===== src/rtl/alu_issue_stage.sv =====
// RV32I ID/EX issue stage: decodes to an ALU control code, selects operands and registers them
// behind a valid/ready handshake. Define ALU_ISSUE_PERF_EN to add issue/stall perf counters.
module alu_issue_stage #(
   parameter int unsigned XLEN   = 32,
   parameter int unsigned CTRL_W = 4
) (
   input  logic              clk,
   input  logic              rst_n,
   input  logic              in_valid,
   output logic              in_ready,
   input  logic [31:0]       instr,
   input  logic [XLEN-1:0]   pc,
   input  logic [XLEN-1:0]   rs1_data,
   input  logic [XLEN-1:0]   rs2_data,
   input  logic              flush,
   output logic              out_valid,
   input  logic              out_ready,
   output logic [XLEN-1:0]   alu_in1,
   output logic [XLEN-1:0]   alu_in2,
   output logic [CTRL_W-1:0] alu_ctrl,
   output logic [XLEN-1:0]   alu_pc,
   output logic [4:0]        rd_addr,
   output logic              illegal
`ifdef ALU_ISSUE_PERF_EN
   ,
   output logic [31:0]       perf_issued,
   output logic [31:0]       perf_stall
`endif
);

   localparam logic [6:0] OpReg    = 7'b0110011;
   localparam logic [6:0] OpImm    = 7'b0010011;
   localparam logic [6:0] OpLoad   = 7'b0000011;
   localparam logic [6:0] OpStore  = 7'b0100011;
   localparam logic [6:0] OpLui    = 7'b0110111;
   localparam logic [6:0] OpAuipc  = 7'b0010111;
   localparam logic [6:0] OpBranch = 7'b1100011;

   localparam logic [CTRL_W-1:0] CtrlAdd = CTRL_W'(4'h0);
   localparam logic [CTRL_W-1:0] CtrlSub = CTRL_W'(4'h1);
   localparam logic [CTRL_W-1:0] CtrlXor = CTRL_W'(4'h2);
   localparam logic [CTRL_W-1:0] CtrlOr  = CTRL_W'(4'h3);
   localparam logic [CTRL_W-1:0] CtrlAnd = CTRL_W'(4'h4);
   localparam logic [CTRL_W-1:0] CtrlSll = CTRL_W'(4'h5);
   localparam logic [CTRL_W-1:0] CtrlSrl = CTRL_W'(4'h6);
   localparam logic [CTRL_W-1:0] CtrlBeq = CTRL_W'(4'h7);
   localparam logic [CTRL_W-1:0] CtrlBne = CTRL_W'(4'h8);
   localparam logic [CTRL_W-1:0] CtrlSlt = CTRL_W'(4'h9);
   localparam logic [CTRL_W-1:0] CtrlSra = CTRL_W'(4'hA);

   typedef enum logic {StRun, StHalt} state_e;
   state_e state_q, state_d;

   logic [6:0]        opcode, funct7;
   logic [2:0]        funct3;
   logic [XLEN-1:0]   imm_i, imm_s, imm_u, shamt;
   logic [CTRL_W-1:0] f3_ctrl, dec_ctrl;
   logic [XLEN-1:0]   dec_in1, dec_in2;
   logic [4:0]        dec_rd;
   logic              dec_illegal;
   logic              accept;

   assign opcode = instr[6:0];
   assign funct3 = instr[14:12];
   assign funct7 = instr[31:25];
   assign imm_i  = XLEN'($signed(instr[31:20]));
   assign imm_s  = XLEN'($signed({instr[31:25], instr[11:7]}));
   assign imm_u  = XLEN'($signed({instr[31:12], 12'b0}));
   assign shamt  = XLEN'(instr[24:20]);

   // funct3 picks the operation for both OP and OP-IMM; funct7 only selects SUB/SRA
   always_comb begin
      case (funct3)
         3'b000:  f3_ctrl = CtrlAdd;
         3'b001:  f3_ctrl = CtrlSll;
         3'b010:  f3_ctrl = CtrlSlt;
         3'b011:  f3_ctrl = CtrlSlt;
         3'b100:  f3_ctrl = CtrlXor;
         3'b101:  f3_ctrl = CtrlSrl;
         3'b110:  f3_ctrl = CtrlOr;
         default: f3_ctrl = CtrlAnd;
      endcase
   end

   always_comb begin
      dec_ctrl    = f3_ctrl;
      dec_in1     = rs1_data;
      dec_in2     = rs2_data;
      dec_rd      = instr[11:7];
      dec_illegal = 1'b0;
      case (opcode)
         OpReg: begin
            if (funct7 == 7'h20 && funct3 == 3'b000) dec_ctrl = CtrlSub;
            else if (funct7 == 7'h20 && funct3 == 3'b101) dec_ctrl = CtrlSra;
            else if (funct7 != 7'h00) dec_illegal = 1'b1;
         end
         OpImm: begin
            dec_in2 = imm_i;
            if (funct3 == 3'b001 || funct3 == 3'b101) begin
               dec_in2 = shamt;
               if (funct3 == 3'b101 && funct7 == 7'h20) dec_ctrl = CtrlSra;
               else if (funct7 != 7'h00) dec_illegal = 1'b1;
            end
         end
         OpLoad: begin
            dec_ctrl = CtrlAdd;
            dec_in2  = imm_i;
         end
         OpStore: begin
            dec_ctrl = CtrlAdd;
            dec_in2  = imm_s;
            dec_rd   = 5'd0;
         end
         OpLui: begin
            dec_ctrl = CtrlAdd;
            dec_in1  = '0;
            dec_in2  = imm_u;
         end
         OpAuipc: begin
            dec_ctrl = CtrlAdd;
            dec_in1  = pc;
            dec_in2  = imm_u;
         end
         OpBranch: begin
            dec_rd = 5'd0;
            if (funct3 == 3'b000) dec_ctrl = CtrlBeq;
            else if (funct3 == 3'b001) dec_ctrl = CtrlBne;
            else dec_illegal = 1'b1;
         end
         default: dec_illegal = 1'b1;
      endcase
      if (instr == 32'd0) dec_illegal = 1'b1;
   end

   assign accept = in_valid && in_ready;

   always_ff @(posedge clk or negedge rst_n) begin
      if (!rst_n) state_q <= StRun;
      else        state_q <= state_d;
   end

   always_comb begin
      state_d = state_q;
      case (state_q)
         StRun:   if (accept && dec_illegal) state_d = StHalt;
         StHalt:  if (flush) state_d = StRun;
         default: state_d = StRun;
      endcase
   end

   always_comb begin
      illegal  = (state_q == StHalt);
      in_ready = (state_q == StRun) && !flush && (!out_valid || out_ready);
   end

   // Payload only loads on a legal accept, so it holds through any stall
   always_ff @(posedge clk or negedge rst_n) begin
      if (!rst_n) begin
         out_valid <= 1'b0;
         alu_in1   <= '0;
         alu_in2   <= '0;
         alu_ctrl  <= '0;
         alu_pc    <= '0;
         rd_addr   <= '0;
      end else if (flush) begin
         out_valid <= 1'b0;
      end else if (accept) begin
         out_valid <= !dec_illegal;
         if (!dec_illegal) begin
            alu_in1  <= dec_in1;
            alu_in2  <= dec_in2;
            alu_ctrl <= dec_ctrl;
            alu_pc   <= pc;
            rd_addr  <= dec_rd;
         end
      end else if (out_ready) begin
         out_valid <= 1'b0;
      end
   end

`ifdef ALU_ISSUE_PERF_EN
   always_ff @(posedge clk or negedge rst_n) begin
      if (!rst_n) begin
         perf_issued <= '0;
         perf_stall  <= '0;
      end else begin
         if (out_valid && out_ready)  perf_issued <= perf_issued + 32'd1;
         if (out_valid && !out_ready) perf_stall  <= perf_stall + 32'd1;
      end
   end
`endif

endmodule

===== config.mk =====
export PLATFORM = sky130hd
export DESIGN_NAME = alu_issue_stage
export DESIGN_NICKNAME = d
export VERILOG_FILES = /design/src/rtl/alu_issue_stage.sv
export SDC_FILE = /design/constraint.sdc
export NUM_CORES = 1
export LEC_CHECK = 0
export CAP_MARGIN = 20
export CELL_PAD_IN_SITES_DETAIL_PLACEMENT = 1
export CELL_PAD_IN_SITES_GLOBAL_PLACEMENT = 1
export CORE_ASPECT_RATIO = 0.8
export CORE_MARGIN = 1.5
export CORE_UTILIZATION = 34
export CTS_BUF_LIST = sky130_fd_sc_hd__clkbuf_4 sky130_fd_sc_hd__clkbuf_8 sky130_fd_sc_hd__clkbuf_16
export DETAILED_ROUTE_END_ITERATION = 8
export PLACE_DENSITY = 0.93
export SYNTH_ARGS = -nofsm -noshare
export SYNTH_HDL_FRONTEND = slang
export SYNTH_SLANG_ARGS = --single-unit

===== constraint.sdc =====
create_clock -name clk -period 2.76 [get_ports clk]
set_input_delay 0.276 -clock clk [delete_from_list [all_inputs] [get_ports clk]]
set_output_delay 0.276 -clock clk [all_outputs]
set_load 0.1 [all_outputs]

## Word-level counts from Yosys, hierarchy flattened

Index checks and enable logic that the tools add are counted.

- Equality and inequality tests: 14
- Muxes and demuxes: 25
- Bitwise gates (word level): 3
- Reduce and logical (&&, ||, !) cells: 20

Operators by type and width:

| kind | number |
|---|---|
| 32-bit case mux with 4 select lines | 1 |
| 32-bit case mux with 2 select lines | 1 |
| 32-bit logical NOT | 1 |
| 32-bit 2-to-1 mux | 1 |
| 7-bit by 6-bit == test with 1-bit output (second input constant) | 4 |
| 4-bit case mux with 6 select lines | 1 |
| 4-bit 2-to-1 mux | 5 |
| 4-bit case mux with 4 select lines | 1 |
| 7-bit by 5-bit == test with 1-bit output (second input constant) | 2 |
| 1-bit 2-to-1 mux | 12 |
| 3-bit == test (second input constant) | 3 |
| 7-bit by 2-bit == test with 1-bit output (second input constant) | 1 |
| 7-bit == test (second input constant) | 1 |
| 7-bit nonzero test | 1 |
| 3-bit by 2-bit == test with 1-bit output (second input constant) | 2 |
| 1-bit logical AND | 6 |
| 2-bit OR reduction | 3 |
| 5-bit 2-to-1 mux | 1 |
| 1-bit case mux with 4 select lines | 1 |
| 4-bit OR reduction | 1 |
| 3-bit by 1-bit == test with 1-bit output (second input constant) | 1 |
| 1-bit logical NOT | 3 |
| 3-bit logical NOT | 1 |
| 1-bit NOT | 3 |
| 4 further kinds | 5 |

- Flip-flop bits (word level): 107
- Input bits: 133
- Output and inout bits: 108
- Word-level logic and storage cells: 69

## Logic depth before layout (Yosys ltp)

- Depth in word-level cells: 9
- Gate-level depth with buffers: 8
- Mapped depth without buffers: 5

## Least setup slack after synthesis

No wires, ideal clock.

- Kind: register -> register
- Start: reg out_valid
- End: reg alu_ctrl[0]
- Arrival time: 4.489 ns
- Data required time: 2.632 ns
- Path slack: -1.857 ns
- Stages on the path, launching flop included: 8
- Path buffers: 2
- Clock period less this slack: 4.617 ns
- Cell sequence: dfrtp_1 -> nor2b_1 -> nor3_1 -> nand2_1 -> nor3_4 -> buf_4 -> buf_6 -> mux2_1

- Cells in the longest elaborated chain, start to end: 5

Ends and longest elaborated chain:

| what | RTL line | source |
|---|---|---|
| from (decl) | 16 | `output logic out_valid,` |
| from (signal assigned) | 168 | `out_valid <= !dec_illegal;` |
| 1-bit logical NOT | 153 | `in_ready = (state_q == StRun) && !flush && (!out_valid \|\| out_ready);` |
| 1-bit logical OR | 153 |  |
| 1-bit logical AND | 153 |  |
| net in_ready | 10 | `output logic in_ready,` |
| 1-bit logical AND | 135 | `assign accept = in_valid && in_ready;` |
| 3-bit AND reduction (no source line) | -- |  |
| to (signal assigned) | 172 | `alu_ctrl <= dec_ctrl;` |
| to (decl) | 20 | `output logic [CTRL_W-1:0] alu_ctrl,` |

The timed path passes the listed nets, and every way through them passes these cells.
A chain may end at the register's enable or synchronous reset.

## Worst setup path in the final report

- Start: in instr[25]
- End: reg alu_in1[30]

- Cells in the longest elaborated chain, start to end: 8

Ends and longest elaborated chain:

| what | RTL line | source |
|---|---|---|
| from (decl) | 11 | `input logic [31:0] instr,` |
| 7-bit nonzero test / 7-bit by 6-bit == test with 1-bit output (equally long branches) | -- |  |
| 1-bit 2-to-1 mux / 1-bit logical AND (equally long branches) | -- |  |
| 1-bit 2-to-1 mux | 101 | `if (funct3 == 3'b101 && funct7 == 7'h20) dec_ctrl = CtrlSra;` |
| 1-bit 2-to-1 mux, on equally long branches | 99, 93 |  |
| 1-bit case mux with 4 select lines | 91 | `case (opcode)` |
| 1-bit 2-to-1 mux * | 132 | `if (instr == 32'd0) dec_illegal = 1'b1;` |
| 1-bit NOT (no source line) * | -- |  |
| 3-bit AND reduction (no source line) * | -- |  |
| to (signal assigned) | 170 | `alu_in1 <= dec_in1;` |
| to (decl) | 18 | `output logic [XLEN-1:0] alu_in1,` |

Every way passes the cells marked *; elsewhere a longest branch is shown, timed or not.

==> flow_summary.toml <==
[grt]
grt_start_max_net_pins = 63
antenna_found_initial = 0
grt_pass1_wl_um = 29200
gr-total-overflow = 0
use_met3_pct = 6.78
grt_usage_pct = 23.4
grt_pass1_vias = 5348
grtUsageMet1_pct = 26.4
gr-max-usage-layer = "met2"
grt_use_met2_pct = 42.1

[outcome]
outcome = "finished, final reports clean"

[sta]
tightestPinTransition_ps = 705
tns_ps = 0
clock_skew_ps = 6.53
finalCriticalPeriod_ps = 2380
rsz0062_at_grt = "false"
fmax_ghz = 0.420
setup_viol = 0
drv_slew = 0
slew_headroom_pct = 52.9
timing.final.hold_violations = 0
hold_ws_ps = 488
fin_ws_ps = 377
post-route-period-util_pct = 86.3

[job]
max_cap_violations = 0

[route]
num_vias = 4672
postRouteAntennaNets = 0
wirelength_um = 18600
dr.pass1.iters = 4
drc = 0
wl_per_cell_um = 20.2
drt-initial-drc-count = 190
vias_per_cell = 5.07

[clock_tree]
h-tree-depth = 3
cts_setup_buffers = 0
cts_buffer_depth = 2
cts_sinks = 107
ctsHoldBuffers = 1
clkLatencyLatePin_ps = 350
root_buffer = "clkbuf_16"
clk_pin_slew_worst_paths_ps = 70
cts_resized = 0
cts_buffers = 9
cts_tree = "yes"

[worst_setup_path]
critical-path-top-delay-family = "buffers and inverters"
critPathKind = "primary input to flip-flop"
cp_slowest_cell = "clkdlybuf4s50_1"
slowest_delay_ps = 460
crit_path_max_fanout = 17
crit_arrival_ps = 2600
startpoint_type = "primary input"
required_ps = 2970
end_kind = "flip-flop"
cp_num_buf_inv = 4
cp_cell_sequence = "clkdlybuf4s50_1, nor4_2, buf_4, o211ai_1, o221a_2, nor3_4, buf_4, buf_12, mux2_1"
path_common_cell = "buf_4"

[placed_design]
dpl_cell_area_um2 = 7840
port_buffers = 240
dp_slack_ps = -6.45
dp_cells = 905
hpwl_um = 14100
gp_congestion = 0.803

[power]
swShare_pct = 49.0
pwr_density_cell_nw_per_um2 = 789
peakVddDrop_mv = 0.407
pwr-share-seq_pct = 31.1
power_mw = 6.42
p_sw_mw = 3.15
p_leak_nw = 3.89
clkPwrFrac_pct = 20.3
p_int_mw = 3.28
comb_power_share_pct = 48.7

[logic_synthesis]
synth_edf_count = 0
yosysSeqAreaShare_pct = 50.5
synth_area_um2 = 5300
avgSynthCellArea_um2 = 11.4
syn-num-nets = 597
syn_inst = 464
async_flop_share_pct = 100
ys.warnings.count = 0
ys_types = 41
ys_seq_elements = 107
synthFlopType = "dfrtp_1"

[floorplanning]
core_area_um2 = 15100
rows = 40
dieArea_um2 = 16300
start_util_pct = 35.0
ios = 241
fp.dieH_um = 115
die_w_um = 143

[final_layout]
design_area_um2 = 8140
layout_common_cells = "131 x clkdlybuf4s50_1, 126 x buf_4, 105 x dfrtp_1"
antenna_cells = 0
final_nets = 840
drive_gt1_share_pct = 32.2
area_delta_synth_final_pct = 53.7
n_fill_cell = 1629
fin_cells = 921
final_common_cell = "clkdlybuf4s50_1"
fin_util_pct = 53.9

[worst_hold_path]
hold_class = "flip-flop to flip-flop"
==> sequential cells by signal, indices dropped and copies added, names as in the netlist <==
name       cells
alu_ctrl       4
alu_in1       32
alu_in2       32
alu_pc        32
illegal        1
out_valid      1
rd_addr        5
==> power by group through the flow <==
stage | clock network, mW | registers, mW | logic, mW
CTS | 1.35 | 2.00 | 3.14
finish | 1.30 | 1.99 | 3.12
detailed placement | 0 | 2.03 | 3.14
floorplan | 0 | 3.94 | 0.335
global placement | 0 | 2.00 | 3.08
global route | 1.40 | 2.03 | 3.21
==> area by class of cell <==
type / count / area [um^2] / share of cell area (%)
multi-input combinational: 308 / 2430 / 29.8
sequential: 107 / 2680 / 32.9
clock buffer: 9 / 225 / 2.77
clock inverter: 6 / 65.1 / 0.799
inverter: 15 / 56.3 / 0.692
tap: 210 / 263 / 3.23
timing repair buffer: 266 / 2420 / 29.8
==> cells in the mapped netlist, drive strengths merged, types with 2 or more instances <==
cell	number	area, um^2
o221a	2	22.5
a221o	19	190
buf	12	83.8
mux2	94	1060
nand3	2	10.0
nand4	2	12.5
mux2i	11	110
and2	2	12.5
a21boi	2	15.0
a21oi	13	65.1
nand3b	33	248
o211ai	2	15.0
nand2	72	270
nor2	10	37.5
inv	15	56.3
clkbuf	22	82.6
a22o	7	61.3
nor3	4	31.3
o21ai	5	25.0
nor3b	3	22.5
or3	2	12.5
nor2b	10	62.6
dfrtp	107	2680
==> final timing paths <==
kind / endpoint / start / slack (ps) / cells after the start
hold reg to reg: alu_pc[8]$_DFFE_PN0P_ / alu_pc[8]$_DFFE_PN0P_ / 490 / 1
setup reg to reg: alu_in1[30]$_DFFE_PN0P_ / out_valid$_DFFE_PN0P_ / 770 / 7
hold / removal: alu_pc[8]$_DFFE_PN0P_ / alu_pc[8]$_DFFE_PN0P_ / 490 / 1
min in group asynchronous: alu_in2[16]$_DFFE_PN0P_ / rst_n / 500 / 2
max in group asynchronous: alu_pc[2]$_DFFE_PN0P_ / rst_n / 1470 / 3
setup / recovery: alu_in1[30]$_DFFE_PN0P_ / instr[25] / 380 / 9
==> metal layers <==
metal  part of all wire (%)  routed length (um)
met4                    2.7                 504
met1                     39                7270
met3                    6.2                1160
met2                     52                9690
met5                      0                   0
==> kinds of logic (layout without fill, tap and decap cells) <==
logic type | after synthesis | count (layout) | synth area share (%)
AO/OA/AOI/OAI | 57 | 57 | 8.57
AND/OR/NAND/NOR | 146 | 146 | 14.6
multiplexers | 105 | 105 | 22.1
buffers and inverters | 49 | 296 | 4.20
flip-flops | 107 | 107 | 50.5
Power figures use the tool's default switching activity.
